==> src/rtl/if_stage_pkg.sv <==
// Shared definitions for the RV32I instruction-fetch stage: bus widths, reset PC,
// next-PC select encoding and small PC helpers.
`ifndef IF_STAGE_DEFINES
`define IF_STAGE_DEFINES
`define IF_TO_ID_BUS_WIDTH 64
`define EX_TO_IF_BUS_WIDTH 33
`define RESET_PC 32'h0000_0000
`endif

package if_stage_pkg;

    localparam logic [31:0] INSN_BYTES = 32'd4;

    typedef enum logic [1:0] {
        NPC_HOLD,
        NPC_SEQ,
        NPC_BRANCH,
        NPC_TRAP
    } npc_sel_e;

    function automatic logic [31:0] pc_next_seq(input logic [31:0] pc);
        return pc + INSN_BYTES;
    endfunction

    function automatic logic pc_misaligned(input logic [31:0] pc);
        return pc[1:0] != 2'b00;
    endfunction

endpackage

==> src/rtl/if_npc_mux.sv <==
// Priority next-PC select for the fetch stage: trap/mret, then taken branch,
// then sequential advance on a transfer, otherwise hold.
module if_npc_mux
    import if_stage_pkg::*;
(
    input  logic [31:0] fetch_pc,
    input  logic        br_taken,
    input  logic [31:0] br_target,
    input  logic        trap_redirect,
    input  logic [31:0] trap_target,
    input  logic        xfer,
    output npc_sel_e    npc_sel,
    output logic [31:0] next_pc
);

    always_comb begin
        npc_sel = NPC_HOLD;
        next_pc = fetch_pc;
        if (trap_redirect) begin
            npc_sel = NPC_TRAP;
            next_pc = trap_target;
        end else if (br_taken) begin
            npc_sel = NPC_BRANCH;
            next_pc = br_target;
        end else if (xfer) begin
            npc_sel = NPC_SEQ;
            next_pc = pc_next_seq(fetch_pc);
        end
    end

endmodule

==> src/rtl/if_stage.sv <==
// Instruction-fetch stage: owns fetch PC, addresses the synchronous ROM and hands
// {pc4, pc} to decode. Optional IF_MISALIGN_CHECK_EN adds a fetch_misalign output.
`ifndef IF_STAGE_DEFINES
`define IF_STAGE_DEFINES
`define IF_TO_ID_BUS_WIDTH 64
`define EX_TO_IF_BUS_WIDTH 33
`define RESET_PC 32'h0000_0000
`endif

module if_stage
    import if_stage_pkg::*;
#(
    parameter logic [31:0] RESET_PC = `RESET_PC
) (
    input  logic                           clk,
    input  logic                           rst_n,
    input  logic [`EX_TO_IF_BUS_WIDTH-1:0] ex_to_if_bus,
    input  logic                           trap_redirect,
    input  logic [31:0]                    trap_target,
    input  logic                           id_allow_in,
    output logic [31:0]                    irom_addr,
    output logic [`IF_TO_ID_BUS_WIDTH-1:0] if_to_id_bus,
    output logic                           if_to_id_valid
`ifdef IF_MISALIGN_CHECK_EN
    ,
    output logic                           fetch_misalign
`endif
);

    logic [31:0] fetch_pc;
    logic [31:0] id_pc_hold;
    logic        if_valid;
    logic        br_taken;
    logic [31:0] br_target;
    logic        fetch_ok;
    logic        xfer;
    npc_sel_e    npc_sel;
    logic [31:0] next_pc;

    assign {br_taken, br_target} = ex_to_if_bus;

`ifdef IF_MISALIGN_CHECK_EN
    assign fetch_ok = !pc_misaligned(fetch_pc);
`else
    assign fetch_ok = 1'b1;
`endif

    // Any redirect kills the wrong-path instruction in the same cycle.
    assign if_to_id_valid = rst_n && if_valid && !br_taken && !trap_redirect && fetch_ok;
    assign xfer           = if_to_id_valid && id_allow_in;
    assign if_to_id_bus   = {pc_next_seq(fetch_pc), fetch_pc};

    // Decode reads ROM data against its latched PC, so a stall re-reads id_pc_hold.
    assign irom_addr = !rst_n ? RESET_PC : (xfer ? fetch_pc : id_pc_hold);

    if_npc_mux u_npc_mux (
        .fetch_pc      (fetch_pc),
        .br_taken      (br_taken),
        .br_target     (br_target),
        .trap_redirect (trap_redirect),
        .trap_target   (trap_target),
        .xfer          (xfer),
        .npc_sel       (npc_sel),
        .next_pc       (next_pc)
    );

    always_ff @(posedge clk) begin
        if (!rst_n) begin
            fetch_pc   <= RESET_PC;
            id_pc_hold <= RESET_PC;
            if_valid   <= 1'b0;
        end else begin
            if_valid <= 1'b1;
            case (npc_sel)
                NPC_TRAP, NPC_BRANCH: fetch_pc <= next_pc;
                NPC_SEQ: begin
                    fetch_pc   <= next_pc;
                    id_pc_hold <= fetch_pc;
                end
                default: ;
            endcase
        end
    end

`ifdef IF_MISALIGN_CHECK_EN
    // Sticky across branches; only a trap/mret or reset re-evaluates it.
    always_ff @(posedge clk) begin
        if (!rst_n) begin
            fetch_misalign <= 1'b0;
        end else if (trap_redirect) begin
            fetch_misalign <= pc_misaligned(trap_target);
        end else if (br_taken) begin
            fetch_misalign <= fetch_misalign | pc_misaligned(br_target);
        end
    end
`endif

endmodule

==> config.mk <==
export PLATFORM = sky130hd
export DESIGN_NAME = if_stage
export DESIGN_NICKNAME = d
export VERILOG_FILES = /design/src/rtl/if_stage_pkg.sv /design/src/rtl/if_npc_mux.sv /design/src/rtl/if_stage.sv
export SDC_FILE = /design/constraint.sdc
export NUM_CORES = 1
export LEC_CHECK = 0
export ABC_CLOCK_PERIOD_IN_PS = 3470
export CAP_MARGIN = 20
export CORE_MARGIN = 3
export CORE_UTILIZATION = 46
export CTS_CLUSTER_SIZE = 28
export DETAILED_ROUTE_END_ITERATION = 10
export GPL_TIMING_DRIVEN = 0
export PLACE_DENSITY = 0.83
export SETUP_SLACK_MARGIN = 0.4
export SYNTH_ARGS = -nofsm -noshare
export SYNTH_HDL_FRONTEND = slang
export SYNTH_HIERARCHICAL = 1
export SYNTH_SLANG_ARGS = --single-unit
==> constraint.sdc <==
create_clock -name clk -period 3.47 [get_ports clk]
set_input_delay 0.347 -clock clk [delete_from_list [all_inputs] [get_ports clk]]
set_output_delay 0.347 -clock clk [all_outputs]
set_load 0.02 [all_outputs]
==> impl_results.md, run 1 <==
- Number of synthesized flops with an enable pin: 0
- Worst Hold Class: in2reg
- Largest stage delay, worst path: slightly above 0.6 ns
- Post-synth ARST share: 0
- CP top delay family: simple AND/OR/NAND/NOR gates
- Clk sinks: 65
- Detail Placement HPWL: 12800 um
- Worst hold slack: around 0.44 ns
- Area share of the largest cell type after synthesis: 0.271
- Largest net degree at the start of global routing: 15
- Reg2reg setup slack: about 0.86 ns
- Final Setup Violations: 0
- Worst slew pin tran: slightly above 0.7 ns
- Reg clk slew, reported paths: ~0.070 ns
- Final ANT Viol Nets: 0
- Worst vdd ir: 217 uV
- Global route overflow: 0
- DRT Wirelength: about 18000 um
- Fin crit period: between 3 and 4 ns
- Synthesized cell area: between 4000 and 5000 um2
- Reg2Reg Depth: 13
- Slew Limit Fails: 0
- Core footprint: between 9000 and 10000 um2
- Final Core Density: 0.706
- Site Rows: 36
- Yosys cell types: 43
- CTS tree: yes
- Levels on crit path: 6
- Mean Syn Cell Area: 7.16 um2
- Number of global-route vias before repair: ~5500
- Initial antenna violation count: 0
- Initial DRC count: between 400 and 500
- Die Area: around 12000 um2
- # nets final: ~900
- Ys flop type: dfxtp_1
- Net count after synthesis: 743
- IO Count: about 170
- Number of buffers created by CTS: 9
- RD Place Congestion: 0.907
- Later-pin clock latency in the skew report: roughly 0.35 ns
- Worst Clk Skew: between 0.01 and 0.015 ns
- WL/cell: 17.8 um
- Synth top area cells: dfxtp_1 27%, nand2_1 17%, a21boi_0 15%
- Critical Path Start Type: flop
- DRC Markers: 0
- Max Freq: roughly 330 MHz
- Rel. slew slack: 0.519
- Max FO, Critical Path: 7
- Drt pass-1 iters: 5
- Die span in y: 108 um
- CP Cell Sequence: buf_2 > nand4_2 > nor4_2 > nand4_1 > xnor2_1 > clkdlybuf4s50_1
- WP data arrival: 2.69 ns
- Max-cap violation count: 0
- Tot GR Track Use: 0.291
- Synth area leader: dfxtp_1
- P_leak: 2.66 nW
- Max clock buf depth: 2
- Status: completed
- Total Power: 2.14 mW
- Most numerous cell in the Yosys netlist: nand2_1
- Worst path bufs/invs: 2
- Unrepaired setup endpoints after global routing: true
- DR vias/cell: 5.70
- YS warnings: 6
- Worst setup startpoint: fetch_pc[11]
- Worst setup EP type: output port
- Area Overhead vs Synth: 46.1%
- # hold bufs at CTS: 0
- Worst R2R End: fetch_pc[23]
- Mapped Cells: approximately 670
- Slowest CP cell: clkdlybuf4s50_1
- Startpoint of the worst-slack reg-to-reg timing path: if_valid
- I/O Buffers: about 170
- Final hold vios: 0
- #FFs+latches synth: 65
- Global-route wire length before repair: between 20000 and 30000 um
- # H-tree levels: 3
- Synth cell count leaders: 224 x nand2_1, 96 x a21boi_0, 65 x dfxtp_1, 41 x clkbuf_1, 39 x xnor2_1
- Tcrit/Tclk final: 0.876
- CTS root buf: clkbuf_8
- FILL cells: ~800
- Layout cell share with drive strength beyond 1: 0.109
- Initial Utilization: 0.483
- Critical path type: reg2out
- Die X: ~110 um
- CP required: 3.12 ns
- N_diodes: 0
- Setup TNS Final: 0 ns
- Worst Setup EP: if_to_id_bus[50]
- Cell Pwr Density: between 300 and 400 nW/um2
- Routed vias: around 5700
- Post-synthesis sequential area ratio: 0.271
[power breakdown]
| part | total, mW | switching (mW) | internal [mW] |
|---|---|---|---|
| registers | 0.865 | 0.0823 | 0.783 |
| clock network | 0.731 | 0.323 | 0.407 |
| logic | 0.547 | 0.275 | 0.272 |
[how the worst min path moves through the flow]
| stage | from | endpoint | cells past startpoint | slack, ns |
|---|---|---|---|---|
| after floorplan | rst_n | if_valid | 0 | 0.37 |
| after global placement | id_pc_hold[0] | id_pc_hold[0] | 2 | 0.45 |
| after detailed placement | id_pc_hold[30] | id_pc_hold[30] | 2 | 0.46 |
| after CTS | rst_n | if_valid | 1 | 0.43 |
| after global routing | rst_n | if_valid | 1 | 0.44 |
| final | rst_n | if_valid | 1 | 0.44 |
[per-layer routing]
layer	up-vias	GRT usage	wire [um]
li1	2647	-	-
met1	2638	0.362	7080
met2	314	0.486	8310
met3	57	0.0609	1640
met4	0	0.131	611
met5	-	0	0
[placed cells by master, fill, tap and decap left out, types with 3 or more instances in the layout]
cell type,netlist,routed
nand2_1,224,223
buf_6,5,7
xnor2_1,39,39
clkinvlp_4,0,3
nor2_1,15,15
buf_4,5,12
clkdlybuf4s50_1,0,142
o21ai_0,19,17
dlygate4sd2_1,0,9
o21ai_1,7,9
dfxtp_1,65,54
nand4_4,2,3
and4_1,6,6
clkbuf_1,41,27
inv_1,9,8
clkbuf_2,2,15
xor2_1,16,16
a22oi_1,13,13
and3_1,5,5
nand3_1,20,20
clkbuf_8,0,9
nor4_2,6,7
dlymetal6s2s_1,0,14
a21boi_0,96,96
buf_2,5,3
o22ai_1,6,6
nand4_1,15,15
a21oi_1,11,11
nor4_4,2,4
dfxtp_2,0,11
nand2b_1,3,3
mux2i_1,4,4
[per-stage QoR]
step	cells	setup WS [ns]	area [um2]
4_1_cts	989	0.401	6930
5_1_grt	993	0.275	7030
3_5_place_dp	970	-0.717	6630
2_1_floorplan	672	0.588	4810
3_3_place_gp	970	-0.710	6630
6_report	993	0.432	7030
[layout make-up]
type / instances / area (um2) / share of cell area
clock buffer: 10 / 128 / 0.0182
sequential: 65 / 1320 / 0.187
timing repair buffer: 172 / 1730 / 0.246
clock inverter: 6 / 91.3 / 0.0130
buffer: 58 / 319 / 0.0454
tap: 133 / 166 / 0.0237
multi-input combinational: 539 / 3240 / 0.461
inverter: 10 / 37.5 / 0.00534
[cell families after synthesis]
| logic type | share of synthesized area |
|---|---|
| AOI/OAI and AO/OA | 0.226 |
| and+or+nand+nor | 0.318 |
| adders and majority gates | 0.00520 |
| muxes | 0.0130 |
| xor gates and xnor gates | 0.100 |
| buffers and inverters | 0.0666 |
| DFF | 0.271 |
[flip-flops by register name (all words and copies together) (netlist names)]
register	flops
fetch_pc	32
id_pc_hold	32
if_valid	1
[timing repair]
| item | in CTS | in global routing |
|---|---|---|
| gates cloned | 0 | 0 |
| gates resized for setup | 34 | 38 |
| pin swaps | 2 | 3 |
| buffers inserted | 3 | 4 |
| setup endpoints to repair | 116 | 102 |
No activity file was read; power rests on OpenSTA's default activity.
==> run 2: changes to the inputs <==
--- a/config.mk
+++ b/config.mk
@@ -8,11 +8,12 @@
 export ABC_CLOCK_PERIOD_IN_PS = 3470
 export CAP_MARGIN = 20
 export CORE_MARGIN = 3
-export CORE_UTILIZATION = 46
+export CORE_UTILIZATION = 47
+export CTS_BUF_LIST = sky130_fd_sc_hd__clkbuf_2
 export CTS_CLUSTER_SIZE = 28
 export DETAILED_ROUTE_END_ITERATION = 10
 export GPL_TIMING_DRIVEN = 0
-export PLACE_DENSITY = 0.83
+export PLACE_DENSITY = 0.85
 export SETUP_SLACK_MARGIN = 0.4
 export SYNTH_ARGS = -nofsm -noshare
 export SYNTH_HDL_FRONTEND = slang
==> run 2 against run 1 <==
Compared with the run above: sequential share of layout area increased by 0.44 points; via count decreased by 0.50%; count of clock-buffer cells in the layout fell by 1; flip-flop and latch count stayed put; design area decreased by 1.6%; first-iteration DRC count up 8.1%; combinational power down 0.7%; worst hold slack got worse by 0.16 ns; clock skew grew 0.026 ns; critical endpoint is now irom_addr[31]; largest power group unchanged.
==> impl_results.md, run 2 (same netlist as run 1, synthesis figures left out) <==
- Site Rows: 36 (unchanged)
- Largest regs: fetch_pc x32, id_pc_hold x32, if_valid x1
- Detail Placement HPWL: 12500 um (-2.2%)
- Critical Path Start Type: primary input
- DRC Markers: 0 (unchanged)
- Routed vias: 5628 (-0.50%)
- Final Core Density: 0.701 (-0.00471)
- Largest stage delay, worst path: 0.67 ns (+0.05 ns)
- Global-route wire length before repair: 27000 um (-0.41%)
- Largest net degree at the start of global routing: 15 (unchanged)
- DRT Wirelength: 17300 um (-1.7%)
- Dpl ws: -0.820 ns (-0.102 ns)
- Later-pin clock latency in the skew report: 0.50 ns (+0.15 ns)
- Initial antenna violation count: 0 (unchanged)
- Initial DRC count: 441 (+8.1%)
- CTS root buf: clkbuf_2
- Worst vdd ir: 191 uV (-12%)
- Worst setup EP type: output port
- Max Freq: 331 MHz (+0.47%)
- Total Power: 2.03 mW (-5.2%)
- Number of buffers created by CTS: 9 (unchanged)
- Most frequent cells in the layout: 223 x nand2_1, 122 x clkdlybuf4s50_1, 96 x a21boi_0
- Hold-critical path depth: 1 (unchanged)
- CTS tree: yes
- # nets final: 925 (-0.11%)
- DR vias/cell: 5.67 (-0.39%)
- Slowest CP cell: clkdlybuf4s50_1
- Area of placed instances: 6630 um2 (unchanged)
- # placed instances: 970 (unchanged)
- I/O Buffers: 165 (unchanged)
- Reg2Reg Depth: 13 (unchanged)
- Status: completed
- Startpoint of the worst-slack reg-to-reg timing path: if_valid
- Die X: 107 um (-1.0%)
- Worst R2R End: fetch_pc[18]
- Max FO, Critical Path: 10 (+3)
- Post-route cell area: 6920 um2 (-1.6%)
- Worst Hold Class: in2reg
- Number of global-route vias before repair: 5486 (+0.29%)
- Rel. slew slack: 0.528 (+0.00862)
- Cell Pwr Density: 294 nW/um2 (-3.6%)
- Worst min-delay path endpoint: if_valid
- Global route overflow: 0 (unchanged)
- Clk sinks: 65 (unchanged)
- Worst hold slack: 0.279 ns (-0.159 ns)
- Reg clk slew, reported paths: 0.19 ns (+0.12 ns)
- Final hold vios: 0 (unchanged)
- Drt pass-1 iters: 5 (unchanged)
- FILL cells: 781 (-2.1%)
- Area Overhead vs Synth: 43.8%
- Hold path startpoint: rst_n
- CP required: 3.12 ns (about the same)
- Unrepaired setup endpoints after global routing: false
- Core footprint: 9860 um2 (-0.91%)
- Final worst slack: 0.446 ns (+0.0142 ns)
- Final Setup Violations: 0 (unchanged)
- Layout cell share with drive strength beyond 1: 0.113 (+0.00362)
- Fin cells: 992 (-0.10%)
- Die Area: 11500 um2 (-2.0%)
- Initial Utilization: 0.488 (+0.00441)
- N_diodes: 0 (unchanged)
- WP data arrival: 2.68 ns (about the same)
- Critical path type: in2out
- P_leak: 2.67 nW (+0.43%)
- Tcrit/Tclk final: 0.871 (-0.00410)
- Max-cap violation count: 0 (unchanged)
- Reg2reg setup slack: 0.68 ns (-0.18 ns)
- WL/cell: 17.5 um (-1.6%)
- Die span in y: 107 um (-1.0%)
- Final ANT Viol Nets: 0 (unchanged)
- RD Place Congestion: 0.895 (-1.3%)
- Setup TNS Final: 0 ns (unchanged)
- IO Count: 166 (unchanged)
- Commonest non-fill, non-tap cell in the layout: nand2_1
- Tot GR Track Use: 0.292 (+0.00108)
- CP Cell Sequence: dlygate4sd2_1 > buf_1 > clkbuf_1 > a21boi_0 > clkdlybuf4s50_1
- Worst Clk Skew: 0.0375 ns (+0.0255 ns)
- Worst slew pin tran: 0.708 ns (-0.0129 ns)
- # hold bufs at CTS: 0 (unchanged)
- # H-tree levels: 3 (unchanged)
- Fin crit period: 3.02 ns (-0.0142 ns)
- Slew Limit Fails: 0 (unchanged)
- Max clock buf depth: 2 (unchanged)
-- run 2: changes by cell type in the layout (fill, tap and decap cells not counted), sizes merged --
cell / before / now
clkinvlp: 3 / 1
clkdlybuf4s50: 142 / 122
clkbuf: 53 / 52
clkinv: 1 / 4
dlygate4sd2: 9 / 33
bufinv: 2 / 3
inv: 10 / 9
dlymetal6s2s: 14 / 9
-- run 2: worst max path at each step --
stage | startpoint | to | slack [ns] | cells after the start
6_report | rst_n | irom_addr[31] | 0.45 | 5
3_5_place_dp | rst_n | fetch_pc[21] | -0.82 | 13
2_1_floorplan | trap_redirect | fetch_pc[21] | 0.59 | 12
3_3_place_gp | rst_n | fetch_pc[21] | -0.75 | 13
4_1_cts | fetch_pc[8] | if_to_id_bus[47] | 0.41 | 5
5_1_grt | rst_n | irom_addr[31] | 0.39 | 5
-- run 2: metal layers --
layer,up-vias,global-route usage,routed length (um)
met5,-,0,0
met4,0,0.122,553
met3,54,0.0439,1770
met2,344,0.490,8140
met1,2586,0.374,6880
li1,2644,-,-
-- run 2: layout make-up --
type	instances	area (um2)	share of cell area
Buffer	58	308	0.0445
Tap cell	133	166	0.0241
Sequential cell	65	1330	0.192
Inverter	10	37.5	0.00543
Clock inverter	7	119	0.0172
Clock buffer	9	45.0	0.00651
Multi-Input combinational cell	539	3240	0.469
Timing Repair Buffer	171	1670	0.242
-- run 2: repair_timing --
action / in CTS / in global routing
buffers inserted: 2 / 4
gates resized for setup: 70 / 26
pin swaps: 2 / 2
endpoints found under the setup margin: 118 / 75
-- run 2: power by group --
group | leakage (nW) | total (mW) | switching, mW | internal [mW]
Combinational | 2.04 | 0.543 | 0.276 | 0.267
Sequential | 0.537 | 0.865 | 0.0797 | 0.785
Clock | 0.0897 | 0.625 | 0.315 | 0.310
Total | 2.67 | 2.03 | 0.670 | 1.36
-- run 2: worst max-delay path: cells and delay by family --
kind            cells  cell delay (ns)
compound gates      1             0.38
buf+inv             4             1.95
==> run 3: changes to the inputs <==
--- a/config.mk
+++ b/config.mk
@@ -7,13 +7,11 @@
 export LEC_CHECK = 0
 export ABC_CLOCK_PERIOD_IN_PS = 3470
 export CAP_MARGIN = 20
-export CORE_MARGIN = 3
-export CORE_UTILIZATION = 47
-export CTS_BUF_LIST = sky130_fd_sc_hd__clkbuf_2
+export CORE_UTILIZATION = 46
 export CTS_CLUSTER_SIZE = 28
 export DETAILED_ROUTE_END_ITERATION = 10
 export GPL_TIMING_DRIVEN = 0
-export PLACE_DENSITY = 0.85
+export PLACE_DENSITY = 0.83
 export SETUP_SLACK_MARGIN = 0.4
 export SYNTH_ARGS = -nofsm -noshare
 export SYNTH_HDL_FRONTEND = slang
==> run 3 against run 2 <==
Compared with the run above: clock power fell by 13%; via count grew 1.3%; first-iteration DRC count up 3.2%; sequential share of layout area fell by 0.18 points; cell count fell by 0.20%; register-to-register slack better by 0.05 ns.
==> impl_results.md, run 3 (same netlist as run 1, synthesis figures left out) <==
- Status: completed
- P_leak: 2.61 nW (-2.1%)
- Most frequent cells in the layout: 223 x nand2_1, 143 x clkdlybuf4s50_1, 96 x a21boi_0
- Global route overflow: 0 (unchanged)
- Worst slew pin tran: 0.726 ns (+0.0172 ns)
- Worst R2R End: fetch_pc[23]
- WP data arrival: 3.26 ns (+0.58 ns)
- FILL cells: 814 (+4.2%)
- Die X: 104 um (-2.7%)
- Worst vdd ir: 220 uV (+15%)
- N_diodes: 0 (unchanged)
- DRC Markers: 0 (unchanged)
- DRT Wirelength: 17100 um (-1.5%)
- Hold path startpoint: rst_n
- Max Freq: 329 MHz (-0.46%)
- Reg2Reg Depth: 13 (unchanged)
- Drt pass-1 iters: 6 (+1)
- Routed vias: 5700 (+1.3%)
- CP required: 3.69 ns (+0.57 ns)
- Worst Hold Class: in2reg
- Later-pin clock latency in the skew report: 0.34 ns (-0.16 ns)
- Max FO, Critical Path: 10 (unchanged)
- IO Count: 166 (unchanged)
- Tcrit/Tclk final: 0.875 (+0.00403)
- Worst setup startpoint: ex_to_if_bus[32]
- Multi-input gate area: 3250 um2 (+0.23%)
- Max-cap violation count: 0 (unchanged)
- Critical Path Start Type: primary input
- RD Place Congestion: 0.856 (-4.4%)
- Reg2reg setup slack: 0.73 ns (+0.05 ns)
- Core footprint: 9950 um2 (+0.91%)
- Final ANT Viol Nets: 0 (unchanged)
- Worst min-delay path endpoint: if_valid
- I/O Buffers: 165 (unchanged)
- Number of buffers created by CTS: 9 (unchanged)
- Reg clk slew, reported paths: 0.07 ns (-0.12 ns)
- Largest net degree at the start of global routing: 15 (unchanged)
- Worst hold slack: 0.441 ns (+0.162 ns)
- Largest regs: fetch_pc x32, id_pc_hold x32, if_valid x1
- Rel. slew slack: 0.516 (-0.0115)
- Detail Placement HPWL: 12500 um (-0.25%)
- Area of placed instances: 6630 um2 (unchanged)
- WL/cell: 17.3 um (-1.3%)
- Top layer in use: met4
- Initial DRC count: 455 (+3.2%)
- DR vias/cell: 5.76 (+1.5%)
- Register area: 1320 um2 (-0.47%)
- Final worst slack: 0.432 ns (-0.0140 ns)
- Slew Limit Fails: 0 (unchanged)
- CTS tree: yes
- Startpoint of the worst-slack reg-to-reg timing path: if_valid
- Unrepaired setup endpoints after global routing: true
- # H-tree levels: 3 (unchanged)
- Number of global-route vias before repair: 5292 (-3.5%)
- Die Area: 10900 um2 (-5.3%)
- Commonest non-fill, non-tap cell in the layout: nand2_1
- Wire length on met2: 7900 um (-3.0%)
- CTS root buf: clkbuf_8
- Max clock buf depth: 2 (unchanged)
- Cell Pwr Density: 281 nW/um2 (-4.2%)
- # nets final: 925 (unchanged)
- Final hold vios: 0 (unchanged)
- Area Overhead vs Synth: 44.5%
- Initial antenna violation count: 0 (unchanged)
- Final Setup Violations: 0 (unchanged)
- Die span in y: 104 um (-2.7%)
- Critical path type: in2reg
- Hold-critical path depth: 1 (unchanged)
- Tot GR Track Use: 0.307 (+0.0145)
- Worst setup EP type: flop
- Initial Utilization: 0.483 (-0.00441)
- Met1 Wirelength: 7080 um (+3.0%)
- Dpl ws: -0.728 ns (+0.0916 ns)
- Layout cell share with drive strength beyond 1: 0.106 (-0.00674)
- Metal3 WL: 1560 um (-12%)
- Worst Clk Skew: 0.0126 ns (-0.0249 ns)
- Post-route cell area: 6950 um2 (+0.49%)
- Site Rows: 36 (unchanged)
- Clk sinks: 65 (unchanged)
- Fin crit period: 3.04 ns (+0.0140 ns)
- Global-route wire length before repair: 27000 um (about the same)
-- run 3: cell types whose count changed in the layout (fill, tap and decap cells not counted), moves of 3 or more --
| cell | delta |
|---|---|
| bufinv_16 | -3 |
| clkbuf_2 | -11 |
| clkbuf_8 | +9 |
| clkdlybuf4s50_1 | +21 |
| clkinv_2 | +3 |
| dfxtp_1 | +3 |
| dlygate4sd2_1 | -23 |
| dlymetal6s2s_1 | +3 |
-- run 3: cell type report --
cell class / instances / area share
Clock buffer: 10 / 0.0184
Buffer: 58 / 0.0450
Inverter: 10 / 0.00540
Multi-Input combinational cell: 539 / 0.468
Tap cell: 133 / 0.0239
Sequential cell: 65 / 0.190
Timing Repair Buffer: 171 / 0.247
Clock inverter: 4 / 0.00324
-- run 3: worst max-delay path: stages --
cell and delay [ns]:
clkdlybuf4s50_1 0.47, and4bb_2 0.35, nand2_2 0.12, inv_2 0.14
buf_4 0.20, buf_4 0.21, nand4_4 0.18, or2_2 0.33
clkbuf_1 0.18, o31a_1 0.26, o31ai_1 0.21, o21ai_1 0.09
nand2_1 0.07, a21boi_0 0.08
-- run 3: worst max path at each step --
stage	to	slack, ns	cells after the start
final	fetch_pc[23]	0.43	14
after floorplan	fetch_pc[21]	0.59	12
after global placement	fetch_pc[17]	-0.71	13
after detailed placement	fetch_pc[17]	-0.73	13
after global routing	fetch_pc[26]	0.37	9
after CTS	fetch_pc[18]	0.37	13
-- run 3: stage by stage --
step                       util  total power [mW]  cells  TNS [ns]
after detailed placement  0.666              1.41    970    -21.83
final                     0.698              1.96    990         0
after global routing      0.698              2.03    990         0
after CTS                 0.688              1.94    987         0
after floorplan               -              1.14    672         0
after global placement    0.666              1.40    970    -16.78
-- run 3: report_power, final --
group | switching [mW] | internal, mW | leakage, nW
Combinational | 0.274 | 0.273 | 2.00
Sequential | 0.0827 | 0.783 | 0.536
Clock | 0.296 | 0.248 | 0.0778
Total | 0.653 | 1.30 | 2.61
-- run 3: what timing repair did --
item	4_1_cts	5_1_grt
resized for setup	33	40
setup buffers	3	3
hold buffers	0	0
endpoints found under the setup margin	115	96
pin swaps	1	2
-- run 3: metal layers --
layer | vias up | global-route usage
met5 | - | 0
met4 | 0 | 0.133
met3 | 49 | 0.0370
met2 | 373 | 0.507
met1 | 2644 | 0.402
li1 | 2634 | -
